===== src/rtl/sprite_draw_datapath.sv =====
// Position registers and square-sprite pixel sweeper driven by the movement FSM.
// Decodes STATE/PorB, saturates movement at the screen edges and streams pixels to the VGA adapter.
module sprite_draw_datapath #(
  parameter int          SIZE     = 8,
  parameter int          STEP     = 1,
  parameter int          SCREEN_W = 160,
  parameter int          SCREEN_H = 120,
  parameter logic [7:0]  P_X0     = 8'd76,
  parameter logic [6:0]  P_Y0     = 7'd56,
  parameter logic [7:0]  B_X0     = 8'd0,
  parameter logic [6:0]  B_Y0     = 7'd100,
  parameter logic [2:0]  P_COL    = 3'b111,
  parameter logic [2:0]  B_COL    = 3'b110,
  parameter logic [2:0]  BG_COL   = 3'b011
) (
  input  logic       clk,
  input  logic       reset_n,
  input  logic [3:0] STATE,
  input  logic       PorB,
  output logic [7:0] x,
  output logic [6:0] y,
  output logic [2:0] colour,
  output logic       writeEn,
  output logic       doneDrawing,
  output logic [7:0] playerX,
  output logic [6:0] playerY,
  output logic [7:0] birdX,
  output logic [6:0] birdY
);

  localparam logic [3:0] ST_CLEAR = 4'b0001;
  localparam logic [3:0] ST_RIGHT = 4'b0010;
  localparam logic [3:0] ST_LEFT  = 4'b0011;
  localparam logic [3:0] ST_DRAW  = 4'b0101;
  localparam logic [3:0] ST_DOWN  = 4'b0110;
  localparam logic [3:0] ST_UP    = 4'b0111;

  localparam int NPIX = SIZE * SIZE;
  localparam int CW   = $clog2(NPIX + 1);
  localparam int XYW  = $clog2(SIZE + 1);

  localparam logic [CW-1:0]  NPIX_C = CW'(NPIX);
  localparam logic [XYW-1:0] C_LAST = XYW'(SIZE - 1);
  localparam logic [8:0]     X_MAX9 = 9'(SCREEN_W - SIZE);
  localparam logic [8:0]     Y_MAX9 = 9'(SCREEN_H - SIZE);
  localparam logic [8:0]     STEP9  = 9'(STEP);
  localparam logic [7:0]     STEP8  = 8'(STEP);
  localparam logic [6:0]     STEP7  = 7'(STEP);

  logic [3:0]     prev_state_r;
  logic [7:0]     player_x_r, bird_x_r, obj_x_r, x_r;
  logic [6:0]     player_y_r, bird_y_r, obj_y_r, y_r;
  logic [2:0]     colour_r, col_r;
  logic           we_r, done_r;
  logic [CW-1:0]  cnt_r;
  logic [XYW-1:0] cx_r, cy_r;

  logic [7:0]     player_x_n, bird_x_n, obj_x_n, x_n;
  logic [6:0]     player_y_n, bird_y_n, obj_y_n, y_n;
  logic [2:0]     colour_n, col_n;
  logic           we_n, done_n;
  logic [CW-1:0]  cnt_n;
  logic [XYW-1:0] cx_n, cy_n;

  logic           entry_s, sweep_s, emit_s;
  logic [7:0]     sel_x_s, right_x_s, left_x_s, base_x_s;
  logic [6:0]     sel_y_s, down_y_s, up_y_s, base_y_s;
  logic [8:0]     right9_s, down9_s;
  logic [XYW-1:0] cur_cx_s, cur_cy_s;
  logic [CW-1:0]  cur_cnt_s;
  logic [2:0]     pix_col_s;

  // Entry detection and saturating movement candidates for the selected object
  always_comb begin
    entry_s   = (STATE != prev_state_r);
    sel_x_s   = PorB ? bird_x_r : player_x_r;
    sel_y_s   = PorB ? bird_y_r : player_y_r;
    right9_s  = {1'b0, sel_x_s} + STEP9;
    right_x_s = (right9_s > X_MAX9) ? X_MAX9[7:0] : right9_s[7:0];
    left_x_s  = ({1'b0, sel_x_s} < STEP9) ? 8'd0 : (sel_x_s - STEP8);
    down9_s   = {2'b00, sel_y_s} + STEP9;
    down_y_s  = (down9_s > Y_MAX9) ? Y_MAX9[6:0] : down9_s[6:0];
    up_y_s    = ({2'b00, sel_y_s} < STEP9) ? 7'd0 : (sel_y_s - STEP7);
  end

  // Position update, applied once on the first cycle of a movement state
  always_comb begin
    player_x_n = player_x_r;
    player_y_n = player_y_r;
    bird_x_n   = bird_x_r;
    bird_y_n   = bird_y_r;
    if (entry_s) begin
      case (STATE)
        ST_RIGHT: if (PorB) bird_x_n = right_x_s; else player_x_n = right_x_s;
        ST_LEFT:  if (PorB) bird_x_n = left_x_s;  else player_x_n = left_x_s;
        ST_DOWN:  if (PorB) bird_y_n = down_y_s;  else player_y_n = down_y_s;
        ST_UP:    if (PorB) bird_y_n = up_y_s;    else player_y_n = up_y_s;
        default:  player_x_n = player_x_r;
      endcase
    end else begin
      player_x_n = player_x_r;
    end
  end

  // Sweep engine: the entry edge registers pixel (0,0), so writes appear on cycles 1..SIZE*SIZE
  always_comb begin
    sweep_s   = (STATE == ST_CLEAR) || (STATE == ST_DRAW);
    emit_s    = sweep_s && (entry_s || (cnt_r < NPIX_C));
    base_x_s  = entry_s ? sel_x_s : obj_x_r;
    base_y_s  = entry_s ? sel_y_s : obj_y_r;
    cur_cx_s  = entry_s ? {XYW{1'b0}} : cx_r;
    cur_cy_s  = entry_s ? {XYW{1'b0}} : cy_r;
    cur_cnt_s = entry_s ? {CW{1'b0}} : cnt_r;
    if (!entry_s) begin
      pix_col_s = col_r;
    end else if (STATE == ST_CLEAR) begin
      pix_col_s = BG_COL;
    end else begin
      pix_col_s = PorB ? B_COL : P_COL;
    end

    x_n      = x_r;
    y_n      = y_r;
    colour_n = colour_r;
    we_n     = 1'b0;
    done_n   = 1'b0;
    cnt_n    = cnt_r;
    cx_n     = cx_r;
    cy_n     = cy_r;
    obj_x_n  = obj_x_r;
    obj_y_n  = obj_y_r;
    col_n    = col_r;
    if (emit_s) begin
      obj_x_n  = base_x_s;
      obj_y_n  = base_y_s;
      col_n    = pix_col_s;
      x_n      = base_x_s + {{(8 - XYW){1'b0}}, cur_cx_s};
      y_n      = base_y_s + {{(7 - XYW){1'b0}}, cur_cy_s};
      colour_n = pix_col_s;
      we_n     = 1'b1;
      cnt_n    = cur_cnt_s + {{(CW - 1){1'b0}}, 1'b1};
      if (cur_cx_s == C_LAST) begin
        cx_n = {XYW{1'b0}};
        cy_n = cur_cy_s + {{(XYW - 1){1'b0}}, 1'b1};
      end else begin
        cx_n = cur_cx_s + {{(XYW - 1){1'b0}}, 1'b1};
        cy_n = cur_cy_s;
      end
    end else if (sweep_s) begin
      done_n = 1'b1;
    end else begin
      cnt_n = {CW{1'b0}};
      cx_n  = {XYW{1'b0}};
      cy_n  = {XYW{1'b0}};
    end
  end

  // State register for positions, sweep progress and the registered pixel port
  always_ff @(posedge clk or negedge reset_n) begin
    if (!reset_n) begin
      prev_state_r <= 4'b1111;
      player_x_r   <= P_X0;
      player_y_r   <= P_Y0;
      bird_x_r     <= B_X0;
      bird_y_r     <= B_Y0;
      obj_x_r      <= 8'd0;
      obj_y_r      <= 7'd0;
      col_r        <= 3'd0;
      x_r          <= 8'd0;
      y_r          <= 7'd0;
      colour_r     <= 3'd0;
      we_r         <= 1'b0;
      done_r       <= 1'b0;
      cnt_r        <= {CW{1'b0}};
      cx_r         <= {XYW{1'b0}};
      cy_r         <= {XYW{1'b0}};
    end else begin
      prev_state_r <= STATE;
      player_x_r   <= player_x_n;
      player_y_r   <= player_y_n;
      bird_x_r     <= bird_x_n;
      bird_y_r     <= bird_y_n;
      obj_x_r      <= obj_x_n;
      obj_y_r      <= obj_y_n;
      col_r        <= col_n;
      x_r          <= x_n;
      y_r          <= y_n;
      colour_r     <= colour_n;
      we_r         <= we_n;
      done_r       <= done_n;
      cnt_r        <= cnt_n;
      cx_r         <= cx_n;
      cy_r         <= cy_n;
    end
  end

  // Done is masked on the entry cycle so a back-to-back sweep never sees a stale done
  assign doneDrawing = done_r & ~entry_s;
  assign x       = x_r;
  assign y       = y_r;
  assign colour  = colour_r;
  assign writeEn = we_r;
  assign playerX = player_x_r;
  assign playerY = player_y_r;
  assign birdX   = bird_x_r;
  assign birdY   = bird_y_r;

endmodule


===== config.mk =====
export PLATFORM = sky130hd
export DESIGN_NAME = sprite_draw_datapath
export DESIGN_NICKNAME = d
export VERILOG_FILES = /design/src/rtl/sprite_draw_datapath.sv
export SDC_FILE = /design/constraint.sdc
export NUM_CORES = 1
export LEC_CHECK = 0
export ABC_AREA = 1
export CORE_MARGIN = 2
export CORE_UTILIZATION = 38
export DETAILED_ROUTE_END_ITERATION = 8
export SLEW_MARGIN = 20
export SYNTH_ARGS = -nofsm -noshare
export SYNTH_HDL_FRONTEND = slang
export SYNTH_SLANG_ARGS = --single-unit

===== constraint.sdc =====
create_clock -name clk -period 3.26 [get_ports clk]
set_input_delay 0.652 -clock clk [delete_from_list [all_inputs] [get_ports clk]]
set_output_delay 0.652 -clock clk [all_outputs]
set_load 0.005 [all_outputs]

==> results of run 1 <==
worst max path at each step:
stage / end / cells after the start
after floorplan: y[6]$_DFFE_PN0P_ / 19
after global placement: y[6]$_DFFE_PN0P_ / 14
after detailed placement: y[6]$_DFFE_PN0P_ / 14
after CTS: doneDrawing / 7
after global routing: doneDrawing / 9
final: doneDrawing / 7
cells in the final DEF (no fill, tap or decap), drive strengths merged:
| cell type | instances |
|---|---|
| nand2 | 289 |
| nand4 | 12 |
| dfstp | 13 |
| and2 | 2 |
| nor3 | 9 |
| xor2 | 15 |
| a22oi | 2 |
| o32ai | 1 |
| a31oi | 3 |
| ha | 16 |
| o31ai | 1 |
| or2 | 3 |
| fa | 2 |
| inv | 81 |
| a21oi | 16 |
| o22ai | 3 |
| o21ai | 63 |
| o21bai | 1 |
| nor2 | 65 |
| nand3 | 39 |
| dfrtp | 71 |
| clkbuf | 14 |
| buf | 31 |
| nand3b | 1 |
| xnor2 | 2 |
| clkinv | 3 |
| clkdlybuf4s50 | 55 |
metal layers:
layer	wire length, um	track usage [%]	vias to the layer above	part of all wire (%)
met4	335	8.62	0	2.5
met3	342	2.70	25	2.6
met2	6670	32.5	89	51
met5	0	0	-	0
li1	-	-	2463	-
met1	5850	23.3	2322	44
sequential cells by signal, indices dropped and copies added, names as in the netlist:
name and flops:
birdX 8, birdY 7, cnt_r 7, col_r 3, cx_r 4, cy_r 4, done_r 1, obj_x_r 8
obj_y_r 7, playerX 8, playerY 7, prev_state_r 4, writeEn 1, x 8, y 7
logic make-up after synthesis:
family          share of synthesized area (%)
simple gates                             35.1
buf+inv                                  8.46
compound gates                           9.76
flops                                    39.5
fa+ha+maj                                4.47
xor+xnor                                 2.77
worst reg2reg max path, stage by stage, from the launching register on:
cell	delay, ns
dfstp_2	0.52
xor2_1	0.19
nor2_2	0.06
nand2_2	0.15
buf_4	0.22
or2_2	0.14
o21ai_2	0.07
fa_1	0.41
nand3b_1	0.16
and2_0	0.17
nor2_1	0.19
nand2_1	0.08
nor2_1	0.09
o21ai_1	0.07
final cells by class:
cell class                      count  area, um^2
Fill cell                        1357        7290
Multi-Input combinational cell    545        2800
Sequential cell                    84        2120
Timing Repair Buffer               86         812
Inverter                           82         310
Clock buffer                       14         264
Tap cell                          180         225
Clock inverter                      2        10.0
per-stage QoR:
step / worst slack, ns / instance area [um^2] / cells / utilization (%)
floorplan: 0.300 / 5370 / 728 / -
global placement: -0.0532 / 6260 / 977 / 45.3
detailed placement: -0.101 / 6260 / 977 / 45.3
CTS: 0.0898 / 6530 / 993 / 47.2
global route: 0.0233 / 6540 / 993 / 47.3
finish: 0.145 / 6540 / 993 / 47.3
where the power goes:
group	leakage (nW)	total (mW)	internal (mW)	switching, mW
sequential	1.07	1.47	1.30	0.175
combinational	1.96	1.60	0.724	0.872
clock	0.137	0.977	0.557	0.420
==> results.toml, run 1 <==
[critical_path]
crit_arrival_ns = 2.46
max_stage_delay_ns = 0.52
path_cells = "clkdlybuf4s50_1, xor2_1, nor2_1, nand2_2, buf_4, nor2_1, clkdlybuf4s50_1"
startpoint = "STATE[3]"
worstReg2RegEnd = "y[6]$_DFFE_PN0P_"
path_delay_family = "buffers and inverters"
crit_required_ns = 2.61
rr_startpoint = "prev_state_r[0]$_DFF_PN1_"
critPathCaptureType = "output port"
critPathLaunchType = "input pin"
crit_path_max_fanout = 13
r2r_setup_slack_ns = 0.63
crit_path_top_delay_cell = "clkdlybuf4s50_1"
cp_num_buf_inv = 3
r2r_cells = 13
worstSetupPathType = "input pin to output port"

[floorplan]
io_pins = 57
chipHeight_um = 123
core-area_mm2 = 0.0138
initial_core_util_pct = 38.8
die_x_um = 123
die_area_mm2 = 0.0151
num_rows = 43

[route]
drt_wl_total_um = 13200
dr.pass1.iters = 5
route.detailed.drc = 0
vias_per_cell = 4.93
wl_per_cell_um = 13.3
drt-initial-drc-count = 289
antenna_left = 0
via_count = 4899

[run]
cap_violations = 0

[grt]
grt-ovfl-total = 0
grt_pass1_vias = 4643
grt_use_total_pct = 18.9
antenna_found_initial = 0
grt_max_degree = 82
grt_pass1_wl_um = 22300

[logic_synthesis]
ys_seq_elements = 84
postSynth.asyncResetShare_pct = 100
synth.distinct_cells = 40
synth_common_cells = "nand2_1, dfrtp_1, inv_1"
ys.flop_type = "dfrtp_1"
synth_warnings = 0
synth_area_leaders = "dfrtp_1, nand2_1, dfstp_2"
synthCells = 728
synth_top_area_share_pct = 33.1
synth.most_common_cell = "nand2_1"
synth_top_area_cell = "dfrtp_1"
syn-cell-area_mm2 = 0.00537
yosysSeqAreaShare_pct = 39.5
synthesis.nets = 753
avgSynthCellArea_um2 = 7.37
synth_edf_count = 0

[clocking]
path_clk_slew_ns = 0.06
postCtsHoldBufs = 0
htree_levels = 3
cts_max_path_buffers = 2
post_cts_buffers = 0
cts_made_buffers = 9
cts_root_buffer = "clkbuf_16"
tritoncts = "yes"
clock_sinks = 84
clk_latency_ns = 0.35
ctsResizeCount = 0

[power]
power_density_mw_per_mm2 = 619
finalPower_mw = 4.05
p_leak_nw = 3.17
vdd_drop_max_uv = 257

[layout]
layout-drive-gt1-share_pct = 15.7
final_nets = 833
antenna_cells = 0
area_delta_synth_final_pct = 21.7

[status]
status = "complete, no violations"

[hold_path]
hp-class = "input pin to async pin"

[timing]
drv_slew = 0
grt_setup_unrepaired = "false"
hold_violations = 0
finalSetupViolCount = 0
setup_tns_ns = 0
period_share_pct = 95.6
fmax_mhz = 321
tightest_slew_ns = 0.749
whs_ns = 0.335
slew_headroom_pct = 50.0
finClkSkew_ns = 0.00457
fin_crit_ns = 3.12

[placement]
gp_congestion = 0.929
portBuffers = 56
hpwl_um = 9610
Power figures use the tool's default switching activity.
==> run 2, diff against run 1 <==
- ABC_AREA: 1 -> not set
==> run 2 against run 1 <==
Net effect: non-clock buffer count rose by 35; critical endpoint unchanged; first-iteration DRC count fell by 26%; highest routed layer unchanged; wire length decreased by 0.77%; critical path type unchanged; largest power group unchanged; design area grew 2.7%.
==> results.toml, run 2 <==
[status]
status = "complete, no violations"

[critical_path]
critPathCaptureType = "output port"
crit_required_ns = 2.61
worstSetupPathType = "input pin to output port"
crit_path_max_fanout = 8
crit_arrival_ns = 2.51
r2r_cells = 11
rr_startpoint = "prev_state_r[0]$_DFF_PN1_"
critPathLaunchType = "input pin"
r2r_setup_slack_ns = 0.44
worstReg2RegEnd = "x[6]$_DFFE_PN0P_"

[route]
drt_wl_total_um = 13100
via_count = 4487
antenna_left = 0
route.detailed.drc = 0
dr.pass1.iters = 4
vias_per_cell = 5.29
drt-initial-drc-count = 214
wl_per_cell_um = 15.4

[timing]
grt_setup_unrepaired = "false"
slew_headroom_pct = 49.3
fin_crit_ns = 3.16
fmax_mhz = 316
drv_slew = 0
finClkSkew_ns = 0.00722
finalSetupViolCount = 0
whs_ns = 0.295
tightest_slew_ns = 0.758
period_share_pct = 97.0
hold_violations = 0

[layout]
layout-drive-gt1-share_pct = 21.0
n_fill_cell = 1244
regArea_mm2 = 0.00212
final_cells = 849
mostFrequentLayoutCells = "nand2_1, dfrtp_1, buf_4, clkdlybuf4s50_1, nor2_1"
multi_input_area_mm2 = 0.00298
layout_commonest_cell = "nand2_1"
final_nets = 693
antenna_cells = 0
area_delta_synth_final_pct = 29.9
fin_area_mm2 = 0.00671

[logic_synthesis]
synth_top_area_share_pct = 34.4
synth_top_area_cell = "dfrtp_1"
synth_edf_count = 0
yosysSeqAreaShare_pct = 41.0
synthesis.nets = 581
postSynth.asyncResetShare_pct = 100
synth_warnings = 0
synth.most_common_cell = "nand2_1"
synth.distinct_cells = 59
syn-cell-area_mm2 = 0.00517
synth_area_leaders = "dfrtp_1, dfstp_2, mux2_2"
avgSynthCellArea_um2 = 9.29
synth_common_cells = "nand2_1, dfrtp_1, nor2_1"
ys.flop_type = "dfrtp_1"
ys_seq_elements = 84
synthCells = 556

[clocking]
cts_root_buffer = "clkbuf_16"
clock_sinks = 84
path_clk_slew_ns = 0.06
htree_levels = 3
tritoncts = "yes"
cts_max_path_buffers = 2
clk_latency_ns = 0.35
cts_made_buffers = 9

[floorplan]
num_rows = 42
die_x_um = 121
initial_core_util_pct = 39.0
core-area_mm2 = 0.0132
die_area_mm2 = 0.0145
chipHeight_um = 121
io_pins = 57

[power]
p_leak_nw = 2.90
power_density_mw_per_mm2 = 678
vdd_drop_max_uv = 464

[grt]
grt_max_degree = 45
antenna_found_initial = 0
grt_use_total_pct = 18.6
grt-ovfl-total = 0
grt_pass1_wl_um = 21500
grt_pass1_vias = 4235

[placement]
place_area_mm2 = 0.00629
place_inst = 823
gp_congestion = 0.856
portBuffers = 56
hpwl_um = 9680

[run]
cap_violations = 0

[hold_path]
hp-class = "input pin to async pin"
==> run 2: final cells by class <==
type,count,share of cell area [%]
clock buffers,15,4.29
clock inverters,1,0.0746
inverters,11,0.615
multi-input cells,441,44.3
flip-flops and latches,84,31.6
well taps,176,3.28
repair buffers,121,15.8
==> run 2: stage by stage <==
stage               setup slack, ns  utilization, %  TNS, ns  total power, mW
floorplan                   -0.0348               -  -0.0348             2.61
global placement             -0.180            47.5    -1.18             3.46
detailed placement           -0.253            47.5    -1.80             3.51
CTS                          0.0429            49.8        0             4.55
global route               0.000455            50.7        0             4.86
finish                       0.0974            50.7        0             4.55
==> run 2: logic make-up (layout without fill, tap and decap cells) <==
| group | count (synthesis) | after routing | share of synthesized area, % |
|---|---|---|---|
| fa+ha+maj | 18 | 18 | 4.65 |
| xor+xnor | 35 | 35 | 5.93 |
| simple gates | 215 | 216 | 20.5 |
| compound gates | 124 | 124 | 14.8 |
| mux | 48 | 48 | 10.2 |
| buf+inv | 32 | 148 | 2.88 |
| flops | 84 | 84 | 41.0 |
==> run 2: how the worst max path moves through the flow <==
| stage | startpoint | end | slack (ns) | cells past startpoint |
|---|---|---|---|---|
| after global placement | STATE[3] | y[5]$_DFFE_PN0P_ | -0.18 | 14 |
| final | STATE[1] | doneDrawing | 0.1 | 7 |
| after floorplan | STATE[2] | y[6]$_DFFE_PN0P_ | -0.03 | 16 |
| after detailed placement | STATE[3] | y[5]$_DFFE_PN0P_ | -0.25 | 14 |
| after CTS | STATE[0] | doneDrawing | 0.04 | 7 |
| after global routing | STATE[0] | x[7]$_DFFE_PN0P_ | 0.0005 | 12 |
==> run 2: where the power goes <==
part           switching [mW]  internal [mW]
Clock                   0.413          0.599
Combinational           0.887           1.01
Sequential              0.302           1.34
==> run 2: metal layers <==
metal | track usage, % | part of all wire [%] | wire (um) | vias up
li1 | - | - | - | 2219
met1 | 26.6 | 49 | 6410 | 2143
met2 | 28.1 | 45 | 5830 | 100
met3 | 2.64 | 4.1 | 539 | 25
met4 | 8.21 | 2.4 | 312 | 0
met5 | 0 | 0 | 0 | -
==> run 2: critical path, cell delays in order <==
cell and delay [ns]:
clkdlybuf4s50_1 0.44, xor2_1 0.21, buf_4 0.16, nor4_4 0.24, buf_6 0.17, and2_1 0.14
clkdlybuf4s50_1 0.50
==> run 2: repair_timing <==
item	4_1_cts	5_1_grt
pin swaps	1	3
resized for setup	0	11
setup endpoints to repair	1	6
hold buffers	0	0
cloned	0	1
endpoints found under the hold margin	0	0
setup buffers	1	8
==> RTL edit 1 (flow settings as in run 1) <==
Change the parameter `SIZE` from 8 to 16.
--- a/src/rtl/sprite_draw_datapath.sv
+++ b/src/rtl/sprite_draw_datapath.sv
@@ -3,3 +3,3 @@
 module sprite_draw_datapath #(
-  parameter int          SIZE     = 8,
+  parameter int          SIZE     = 16,
   parameter int          STEP     = 1,
Behaviour: no difference found for any inputs over 4 cycles, from zero or initial values and one cycle with reset_n low; that may be too few to reach the edited logic, so the function may still have changed.
==> RTL edit 1 against run 1 <==
Power rose by 4.2%. Maximum frequency shrank 0.11%. Setup slack worse by 0.0035 ns. Critical path type unchanged. Wire length grew 6.5%. Cell area grew 7.3%. Clock power rose by 17%. Sequential cell count rose by 4. Sequential share of layout area down 0.77 points. Area after synthesis grew 7.0%. First-iteration DRC count fell by 6.9%. Non-clock buffer count increased by 8.
==> RTL edit 1: results (changes against run 1) <==
- Max IR drop VDD: 0.000271 V (+5.4%)
- Clk buf depth: 2 (unchanged)
- Total power: 4.22 mW (+4.2%)
- Status: complete, no violations
- Global Route Usage Sum: 18.5% (-0.35 points)
- Worst Reg-to-Reg Cells: 15 (+2)
- R2r setup slk: 0.68 ns (+0.05 ns)
- Hold slack: 0.348 ns (+0.0128 ns)
- Worst Skew: 0.00927 ns (+0.00470 ns)
- Placed cell area: 0.00669 mm² (+6.8%)
- Leak Pwr: 3.44 nW (+8.8%)
- CP peak stage delay: 0.52 ns (about the same)
- Largest net degree at the start of global routing: 54 (-34%)
- Port bufs: 56 (unchanged)
- Library cells used by synthesis: 42 (+5.0%)
- Vias in the first global route: 5118 (+10%)
- First-pass GRT wire length: 24200 µm (+8.8%)
- Crit Path Max Fanout: 18 (+5)
- Min-delay worst type: in -> async
- Mapped Nets: 829 (+10%)
- Top_reg_cell synth: dfrtp_1
- Final non-filler cell total: 1075 (+8.3%)
- DRT Pass-1 Iters: 4 (-1)
- Hpwl dp: 10300 µm (+7.3%)
- Iteration-0 DRC Markers: 269 (-6.9%)
- RR Startpoint: prev_state_r[2]
- Worst-Margin Slew: 0.701 ns (-0.0480 ns)
- Routability congestion estimate: 0.904 (-2.7%)
- Drt wl/cell: 13.1 µm (-1.6%)
- Worst Setup SP: STATE[2]
- Ratio of cells with drive above 1 in the final layout: 13.2% (-2.5 points)
- Fmax: 321 MHz (-0.11%)
- Arrival time at the worst endpoint: 2.47 ns
- Place WS: -0.0461 ns (+0.0546 ns)
- Area contributors post-synth: dfrtp_1 33%, nand2_1 20%, inv_1 6.5%
- Cell internal pwr: 2.77 mW (+7.4%)
- Comb power: 1.58 mW
- Post-synthesis sequential area ratio: 38.6% (-0.85 points)
- Vias: 5164 (+5.4%)
- Synth top cells by count: 301 x nand2_1, 99 x inv_1, 75 x dfrtp_1
- Nets: 912 (+9.5%)
- Syn avg cell area: 7.16 µm² (-3.0%)
[RTL edit 1: cell types whose count changed after synthesis, moves of 6 or more]
cell / change
o21ai_0: +12
o21ai_1: -9
inv_2: -6
nand2_2: -6
inv_1: +28
nand3_1: +18
nor2_1: -10
nand2_1: +36
[RTL edit 1: metal layers]
metal  GRT usage, %  part of all wire [%]
met1           25.1                    49
met5              0                     0
met4           5.88                   1.5
met2           30.8                    46
met3           2.68                   3.5
[RTL edit 1: layout make-up]
cell class	count	area [µm²]
clock buffer	11	243
fill	1508	7630
multi-input combinational	590	2960
clock inverter	5	80.1
tap	184	230
timing repair buffer	94	885
sequential	88	2220
inverter	103	392
[RTL edit 1: kinds of logic (layout without fill, tap and decap cells)]
family,Yosys count,after routing,synth area share [%]
buf+inv,125,213,9.82
flops,88,88,38.6
xor+xnor,19,19,2.90
compound gates,89,89,8.56
fa+ha+maj,19,19,4.27
simple gates,463,463,35.9
==> RTL edit 2 (config.mk and constraints of run 1) <==
Without the edit above. `x_r` and `y_r` no longer have a reset.
--- a/src/rtl/sprite_draw_datapath.sv
+++ b/src/rtl/sprite_draw_datapath.sv
@@ -168,4 +168,2 @@
       col_r        <= 3'd0;
-      x_r          <= 8'd0;
-      y_r          <= 7'd0;
       colour_r     <= 3'd0;
@@ -185,4 +183,2 @@
       col_r        <= col_n;
-      x_r          <= x_n;
-      y_r          <= y_n;
       colour_r     <= colour_n;
@@ -194,2 +190,7 @@
     end
+  end
+
+  always_ff @(posedge clk) begin
+    x_r <= x_n;
+    y_r <= y_n;
   end
Formal check against the unedited RTL: not equivalent (Yosys sat finds a counterexample within 4 cycles, from zero or initial values and one cycle with reset_n low).
==> RTL edit 2 against run 1 <==
Clock skew is 0.0049 ns higher. Critical path type unchanged. Die area is 2.8% lower. Core utilization is 1.8 points higher. Sequential share of layout area is 1.1 points higher. Power is 0.59% higher. Largest power group unchanged. Synthesized cell count is 9.1% lower. Cell area is 0.23% higher. Wire length is 4.0% lower. Setup slack better by 0.034 ns. Sequential cell count stayed put. Area after synthesis is 2.8% lower.
==> RTL edit 2: results (changes against run 1) <==
- Worst Setup SP: STATE[1]
- CP peak stage delay: 0.50 ns (-0.02 ns)
- Area contributors post-synth: dfrtp_1 27%, nand2_1 15%, edfxtp_1 8.6%
- Row count: 42 (-2.3%)
- Dpl cells: 923 (-5.5%)
- Register area: 0.00219 mm² (+3.5%)
- Post-synth EDFFs: 15 (+15)
- Post-synthesis instance total: 662 (-9.1%)
- Worst Reg-to-Reg Cells: 14 (+1)
- R2r setup slk: 0.57 ns (-0.06 ns)
- Metal-1 WL: 6330 µm (+8.3%)
- Number of non-clock inverters: 80 (-2.4%)
- R2r endpoint: x[7]
- Placed cell area: 0.00623 mm² (-0.40%)
- Area occupied by multi-input gates: 0.00260 mm² (-7.2%)
- NonClk Buf Share: 14.1% (+1.7 points)
- Global Route Usage Sum: 18.9% (+0.028 points)
- Status: complete, no violations
- First-pass GRT wire length: 22200 µm (-0.37%)
- Clkbuf count: 12 (-2)
- Compound-Gate Fraction of Synth Area: 10.3% (+0.53 points)
- Non-clock buffer count: 100 (+16%)
- Leak Pwr: 3.05 nW (-3.5%)
- Ratio of cells with drive above 1 in the final layout: 18.2% (+2.5 points)
- Vias in the first global route: 4650 (+0.15%)
- Post-synthesis sequential area ratio: 42.0% (+2.6 points)
- Library cells used by synthesis: 44 (+10%)
==> RTL edit 2: cell types whose count changed in the layout (fill, tap and decap cells not counted), moves of 4 or more <==
cell      before  now
nor3_1         2    7
nand2_1      265  209
edfxtp_1       0   15
xor2_1        15   20
nor2_1        54   41
dfrtp_1       71   56
nand2_4        5    1
a21oi_1       16   10
buf_4         28   41
o21ai_0       28   32
==> RTL edit 2: per-stage QoR <==
step                hold slack, ns  worst slack [ns]  TNS [ns]
global placement             0.452           -0.0247   -0.0704
detailed placement           0.456            -0.163     -1.03
CTS                          0.362            0.0531         0
finish                       0.339             0.178         0
floorplan                    0.356             0.284         0
global route                 0.406            0.0746         0
==> RTL edit 2: power by group <==
group / switching, mW / internal [mW]
combinational: 0.864 / 0.685
sequential: 0.138 / 1.31
clock: 0.444 / 0.630
total: 1.45 / 2.62
==> RTL edit 2: critical path, delay by kind of cell <==
family	cells	cell delay [ns]
buffers and inverters	3	1.11
and+or+nand+nor	3	0.48
xor gates and xnor gates	1	0.18
